## src/rtl/telemetry_uart_framer.sv

```systemverilog
`default_nettype none
// ============================================================================
// Module      : telemetry_uart_framer
// Description : Pulls payload bytes over a valid/ready handshake and frames
//               them as SYNC0, SYNC1, SEQ, payload, CSUM, sent as 8N1 UART.
// Revision    : 1.0 - initial release
// ============================================================================
module telemetry_uart_framer #(
    parameter int         CLKS_PER_BIT = 417,
    parameter int         PAYLOAD_LEN  = 20,
    parameter logic [7:0] SYNC0        = 8'hA5,
    parameter logic [7:0] SYNC1        = 8'h5A
) (
    input  logic        CLK_48MHZ,
    input  logic        RESET,
    input  logic [7:0]  BYTE_IN,
    input  logic        BYTE_VALID,
    output logic        BYTE_READY,
    output logic        TX,
    output logic        BUSY,
    output logic        FRAME_DONE,
    output logic [15:0] FRAME_COUNT
);

    localparam int                  c_BAUD_W    = (CLKS_PER_BIT > 2) ? $clog2(CLKS_PER_BIT) : 1;
    localparam logic [c_BAUD_W-1:0] c_BAUD_LAST = c_BAUD_W'(CLKS_PER_BIT - 1);
    localparam logic [7:0]          c_PLEN      = 8'(PAYLOAD_LEN);

    localparam logic [2:0] c_ST_IDLE    = 3'd0;
    localparam logic [2:0] c_ST_SYNC_A  = 3'd1;
    localparam logic [2:0] c_ST_SYNC_B  = 3'd2;
    localparam logic [2:0] c_ST_SEQ     = 3'd3;
    localparam logic [2:0] c_ST_PAYLOAD = 3'd4;
    localparam logic [2:0] c_ST_CSUM    = 3'd5;

    logic [2:0]          r_state;
    logic [9:0]          r_shift;      // {stop, data[7:0], start}, shifted out LSB first
    logic [c_BAUD_W-1:0] r_baud;
    logic [3:0]          r_bit;
    logic                r_active;
    logic                r_busy;
    logic                r_done;
    logic [15:0]         r_frame_count;
    logic [7:0]          r_seq;
    logic [7:0]          r_csum;
    logic [7:0]          r_pay_cnt;

    logic                w_byte_end;
    logic                w_ready;
    logic                w_hs;
    logic                w_load;
    logic [7:0]          w_load_byte;

    // Final cycle of the current byte's stop bit.
    assign w_byte_end = r_active && (r_bit == 4'd9) && (r_baud == c_BAUD_LAST);

    // The accept slot includes the final stop-bit cycle of the previous byte
    // (SEQ or a payload byte) so a waiting byte follows with no idle gap.
    assign w_ready = ((r_state == c_ST_SEQ) && w_byte_end) ||
                     ((r_state == c_ST_PAYLOAD) && (r_pay_cnt != c_PLEN) &&
                      (!r_active || w_byte_end));
    assign w_hs    = w_ready && BYTE_VALID;

    // Select the next byte to hand to the serialiser, if any.
    always_comb begin
        w_load      = 1'b0;
        w_load_byte = 8'h00;
        case (r_state)
            c_ST_IDLE: begin
                if (BYTE_VALID) begin
                    w_load      = 1'b1;
                    w_load_byte = SYNC0;
                end
            end
            c_ST_SYNC_A: begin
                if (w_byte_end) begin
                    w_load      = 1'b1;
                    w_load_byte = SYNC1;
                end
            end
            c_ST_SYNC_B: begin
                if (w_byte_end) begin
                    w_load      = 1'b1;
                    w_load_byte = r_seq;
                end
            end
            c_ST_SEQ, c_ST_PAYLOAD: begin
                if (w_hs) begin
                    w_load      = 1'b1;
                    w_load_byte = BYTE_IN;
                end else if ((r_state == c_ST_PAYLOAD) && w_byte_end && (r_pay_cnt == c_PLEN)) begin
                    w_load      = 1'b1;
                    w_load_byte = r_csum;
                end
            end
            default: begin
                w_load      = 1'b0;
                w_load_byte = 8'h00;
            end
        endcase
    end

    // 8N1 serialiser: bit timing, shift-out and back-to-back reload.
    always_ff @(posedge CLK_48MHZ) begin
        if (!RESET) begin
            r_shift  <= 10'h3FF;
            r_baud   <= '0;
            r_bit    <= 4'd0;
            r_active <= 1'b0;
        end else begin
            if (r_active) begin
                if (r_baud == c_BAUD_LAST) begin
                    r_baud  <= '0;
                    r_shift <= {1'b1, r_shift[9:1]};
                    if (r_bit == 4'd9) begin
                        r_bit    <= 4'd0;
                        r_active <= 1'b0;
                    end else begin
                        r_bit <= r_bit + 4'd1;
                    end
                end else begin
                    r_baud <= r_baud + c_BAUD_W'(1);
                end
            end
            if (w_load) begin
                r_shift  <= {1'b1, w_load_byte, 1'b0};
                r_baud   <= '0;
                r_bit    <= 4'd0;
                r_active <= 1'b1;
            end
        end
    end

    // Frame sequencing, checksum accumulation and frame bookkeeping.
    always_ff @(posedge CLK_48MHZ) begin
        if (!RESET) begin
            r_state       <= c_ST_IDLE;
            r_busy        <= 1'b0;
            r_done        <= 1'b0;
            r_frame_count <= 16'h0000;
            r_seq         <= 8'h00;
            r_csum        <= 8'h00;
            r_pay_cnt     <= 8'h00;
        end else begin
            r_done <= 1'b0;
            if (w_hs) begin
                r_csum    <= r_csum + BYTE_IN;
                r_pay_cnt <= r_pay_cnt + 8'd1;
            end
            case (r_state)
                c_ST_IDLE: begin
                    if (BYTE_VALID) begin
                        r_state   <= c_ST_SYNC_A;
                        r_busy    <= 1'b1;
                        r_seq     <= r_frame_count[7:0];
                        r_csum    <= r_frame_count[7:0];
                        r_pay_cnt <= 8'h00;
                    end
                end
                c_ST_SYNC_A:  if (w_byte_end) r_state <= c_ST_SYNC_B;
                c_ST_SYNC_B:  if (w_byte_end) r_state <= c_ST_SEQ;
                c_ST_SEQ:     if (w_byte_end) r_state <= c_ST_PAYLOAD;
                c_ST_PAYLOAD: if (w_byte_end && (r_pay_cnt == c_PLEN)) r_state <= c_ST_CSUM;
                c_ST_CSUM: begin
                    if (w_byte_end) begin
                        r_state       <= c_ST_IDLE;
                        r_busy        <= 1'b0;
                        r_done        <= 1'b1;
                        r_frame_count <= r_frame_count + 16'd1;
                    end
                end
                default: r_state <= c_ST_IDLE;
            endcase
        end
    end

    assign BYTE_READY  = w_ready;
    assign TX          = r_active ? r_shift[0] : 1'b1;
    assign BUSY        = r_busy;
    assign FRAME_DONE  = r_done;
    assign FRAME_COUNT = r_frame_count;

endmodule
`default_nettype wire

```

## config.mk

```make
export PLATFORM = sky130hd
export DESIGN_NAME = telemetry_uart_framer
export DESIGN_NICKNAME = d
export VERILOG_FILES = /design/src/rtl/telemetry_uart_framer.sv
export SDC_FILE = /design/constraint.sdc
export NUM_CORES = 1
export LEC_CHECK = 0
export CORE_ASPECT_RATIO = 1.4
export CORE_UTILIZATION = 55
export CTS_CLUSTER_SIZE = 12
export DETAILED_ROUTE_END_ITERATION = 10
export HOLD_SLACK_MARGIN = 0.08
export PLACE_DENSITY = 0.75
export SLEW_MARGIN = 20
export SYNTH_ARGS = -nofsm -noshare
export SYNTH_HDL_FRONTEND = slang
export SYNTH_SLANG_ARGS = --single-unit
```

## constraint.sdc

```tcl
create_clock -name CLK_48MHZ -period 3 [get_ports CLK_48MHZ]
set_input_delay 0.6 -clock CLK_48MHZ [delete_from_list [all_inputs] [get_ports CLK_48MHZ]]
set_output_delay 0.6 -clock CLK_48MHZ [all_outputs]
set_load 0.03 [all_outputs]
```

Word level (Yosys, flattened, before mapping) --
Index checks and enable logic that the tools add are counted.
Word-level totals: register bits after elaboration 68, input port bits 11, logic and storage cells 95, output and inout port bits 20
Cells by class: $add $sub $neg 5, bitwise operators 1, muxes and demuxes 37, equality and inequality tests 15, reductions and logical operators 26
Operators with widths (count):
- 8-bit 2-to-1 mux | 10
- 9-bit 2-to-1 mux | 4
- 8-bit case mux with 4 select lines | 1
- 3-bit 2-to-1 mux | 6
- 3-bit case mux with 6 select lines | 1
- 16-bit by 1-bit adder with 16-bit output, second input constant | 1
- 1-bit 2-to-1 mux | 11
- 2-bit != test, second input constant | 5
- 2-bit AND reduction | 5
- 9-bit by 1-bit adder with 9-bit output, second input constant | 1
- 9-bit equality test, second input constant | 1
- 1-bit logical AND | 9
- 8-bit by 1-bit adder with 8-bit output, second input constant | 1
- 8-bit adder | 1
- 8-bit by 5-bit equality test with 1-bit output, second input constant | 1
- 8-bit by 5-bit != test with 1-bit output, second input constant | 1
- 7-bit 2-to-1 mux | 1
- 3-bit by 2-bit equality test with 1-bit output, second input constant | 2
- 3-bit equality test, second input constant | 2
- 6-bit AND reduction | 1
- 2-bit nonzero test | 3
- 2-bit OR reduction | 3
- 4-bit by 1-bit adder with 4-bit output, second input constant | 1
- 4-bit equality test, second input constant | 1
- 10 further kinds | 11

Longest topological paths before layout --
word-level depth 11, mapped depth 10, gate-level depth less buffers 9

Least setup slack after synthesis --
No wires, ideal clock.
kind flip-flop to output port, from reg r_baud[2], to out BYTE_READY, data required time 2.400 ns, arrival time 1.957 ns, stages on the path, launching flop included 4, path buffers 0, slack 0.443 ns, cell sequence dfxtp_1 or4b_4 o31a_1 o21ai_0
On the way: longest elaborated chain between the ends 5, elaborated cells on any way between the ends 6, classes of those cells eq/ne (1); reduce/logical (5)
RTL lines:
- start, declared | RTL line 38 | logic [c_BAUD_W-1:0] r_baud;
- start signal, assigned | RTL line 122 | r_baud <= r_baud + c_BAUD_W'(1);
- 9-bit equality test (*) | RTL line 55 | assign w_byte_end = r_active && (r_bit == 4'd9) && (r_baud == c_BAUD_LAST);
- 1-bit logical AND (*) | RTL line 55
- 1-bit logical OR | RTL line 61 | (!r_active || w_byte_end));
- 1-bit logical AND | RTL line 60 | ((r_state == c_ST_PAYLOAD) && (r_pay_cnt != c_PLEN) &&
- 1-bit logical OR (*) | RTL line 59 | assign w_ready = ((r_state == c_ST_SEQ) && w_byte_end) ||
- end, declared | RTL line 18 | output logic BYTE_READY,
Every way passes the cells marked *; elsewhere a longest branch is shown, timed or not.

Worst setup path after layout --
Ends and elaborated chain as after synthesis.

==> results.toml <==
[synthesis]
synth_top_area_share_pct = 37.40
synth_ff_type = "dfxtp_1"
ys_top_cells_by_count = "68 x dfxtp_1, 54 x nor2_1, 47 x nand2_1"
ys_top_cells_by_area = "dfxtp_1 37%, nor2_1 5.6%, a21oi_1 5.5%, nand2_1 4.8%, o21ai_0 4.4%"
ys_ff_latch = 68
netlist_area_sq_mm = 0.003640
ys_warn_count = 0
synth_nets = 472
yosys.area.top_type = "dfxtp_1"
synth_edf_count = 0
synth_seq_area_share_pct = 37.40
synth_cell_types = 51
syn_avg_cell_area_sq_um = 8.124
async_reset_ff_share_pct = 0
syn_inst = 448
yosysMostFrequentCell = "dfxtp_1"

[cells_and_area]
insertedDiodeCount = 0
fillCellCount = 560
area_delta_synth_final_pct = 15.16
drive_above_1_share_pct = 7.660
fin_area_sq_mm = 0.004192
fin_nets = 503

[drt]
drt_wl_total_um = 8246
wl_per_cell_um = 14.86
dr.pass1.iters = 7
detail-route-antenna-nets = 0
via_per_inst = 5.789
first_iter_violations = 168
drc_errors = 5
dr_total_vias = 3213

[clock_tree]
cts_max_path_buffers = 2
post_cts_buffers = 0
cts_sinks = 68
cts_tree = "built"
cts_buffers = 9
cts_root_buffer = "clkbuf_8"
hold_buffers = 0
htreeDepth = 3
clk_pin_slew_ps = 70
clkLatencyLatePin_ps = 350

[floorplan]
dieArea_sq_mm = 0.006952
core_area_sq_mm = 0.006296
initial_utilization_pct = 57.81
fp.dieH_um = 98.26
pin_count = 31
num_rows = 34
fp.dieW_um = 70.75

[place]
placedInstanceArea_sq_mm = 0.004029
gp_congestion = 0.8171
dp_hpwl_um = 5962
port_buffers = 30

[setup_path]
required_ps = 2400
crit_start = "r_baud[2]"
crit_type = "reg -> out"
r2r_start = "r_baud[2]"
start_kind = "flip-flop"
arrival_ps = 2260
endpoint_kind = "output pin"
path_max_fanout = 6

[power_and_ir_drop]
leakage_nw = 1.488
ir_worst_vdd_v = 0.0002709
p_per_area_mw_per_mm2 = 413.9

[grt]
grt_antenna_before_repair = 0
grt_max_degree = 41
grt_pass1_wl_um = 14540
grt_usage_pct = 26.14
grt_pass1_vias = 3202
overflow = 0

[timing]
finClkSkew_ps = 9.195
period_minus_slack_ps = 2859
fmax_ghz = 0.3498
tightest_slew_ps = 469.0
tns_ps = 0
slew_headroom_pct = 68.29
hold_slack_ps = 459.6
final_max_slew_viol_count = 0
finalHoldViolCount = 0
finalCritPeriodShare_pct = 95.30
setup_viol = 0
rsz0062_at_grt = "false"

[worst_hold_path]
hp-start = "r_seq[3]"
hold_class = "reg -> reg"

[outcome]
violations = "DRC"
status = "finished with violations"

[job]
cap_viol_max_count = 0
==> placed cells by master, fill, tap and decap left out, types with 4 or more instances in the layout <==
| cell type | synthesis | routed |
|---|---|---|
| dfxtp_1 | 68 | 68 |
| nor2_1 | 54 | 54 |
| nand2_1 | 47 | 47 |
| a21oi_1 | 40 | 40 |
| o21ai_0 | 32 | 32 |
| clkdlybuf4s50_1 | 0 | 29 |
| nand3_1 | 22 | 22 |
| inv_1 | 17 | 17 |
| xnor2_1 | 17 | 17 |
| xor2_1 | 12 | 12 |
| ha_1 | 12 | 12 |
| nor3_1 | 11 | 11 |
| mux2i_1 | 10 | 10 |
| buf_4 | 0 | 10 |
| nor2b_1 | 9 | 9 |
| clkbuf_8 | 0 | 9 |
| nand4_1 | 7 | 7 |
| or3_1 | 6 | 6 |
| nand2b_1 | 4 | 4 |
| and2_1 | 4 | 4 |
| mux2_2 | 4 | 4 |
| a22oi_1 | 4 | 4 |
==> worst max-delay path: stages (launching register included) <==
cell           delay (ps)
dfxtp_1               360
or4b_4                600
o31a_1                370
o21ai_0               180
dlygate4sd2_1         410
==> where the power goes <==
part / switching (mW) / internal [mW] / total, mW
combinational: 0.0952 / 0.0734 / 0.169
sequential: 0.0139 / 0.921 / 0.935
clock: 0.341 / 0.291 / 0.631
==> worst paths after layout <==
path | to | slack [ps] | cells after the start
max | BYTE_READY | 140 | 4
min | r_seq[3] | 460 | 2
max reg2reg | r_baud[0] | 300 | 6
min reg2reg | r_seq[3] | 460 | 2
==> through the flow <==
| step | worst slack [ps] | total power, mW | util (%) | instances |
|---|---|---|---|---|
| after detailed placement | 98.14 | 1.122 | 63.99 | 540 |
| final | 141.0 | 1.735 | 66.57 | 555 |
| after global routing | 39.43 | 1.810 | 66.57 | 555 |
| after global placement | 94.16 | 1.117 | 63.99 | 540 |
| after CTS | 126.9 | 1.748 | 66.47 | 555 |
| after floorplan | 443.3 | 1.066 | - | 448 |
==> state kept, by name (all words and copies together) (netlist names), named ones only <==
signal	count
r_seq	8
FRAME_COUNT	16
r_pay_cnt	3
BUSY	1
r_baud	9
r_csum	8
r_state	3
r_active	1
r_bit	4
FRAME_DONE	1
r_shift	9
==> layout make-up <==
cell class	count	area [sq um]	area share, %
repair buffers	41	394.1	9.403
inverters	17	63.81	1.522
clock inverters	5	30.03	0.7164
well taps	72	90.09	2.149
flip-flops and latches	68	1361	32.48
clock buffers	10	127.6	3.045
multi-input cells	342	2125	50.69
==> per-layer routing <==
| metal | track usage (%) | routed length [um] | vias up |
|---|---|---|---|
| met4 | 12.92 | 191 | 0 |
| met1 | 30.49 | 3637 | 1508 |
| li1 | - | - | 1637 |
| met2 | 46.60 | 4173 | 54 |
| met3 | 3.199 | 244 | 14 |
| met5 | 0 | 0 | - |
==> timing repair <==
item | in CTS | in global routing
cloned | 0 | 0
setup endpoints to repair | 1 | 9
gates resized for setup | 1 | 1
==> kinds of logic after synthesis <==
group / synth area share [%]
simple gates: 25.20
compound gates: 17.36
flops: 37.40
buf+inv: 4.400
xor+xnor: 6.978
mux: 3.988
fa+ha+maj: 4.675
(Power assumes the default switching activity.)
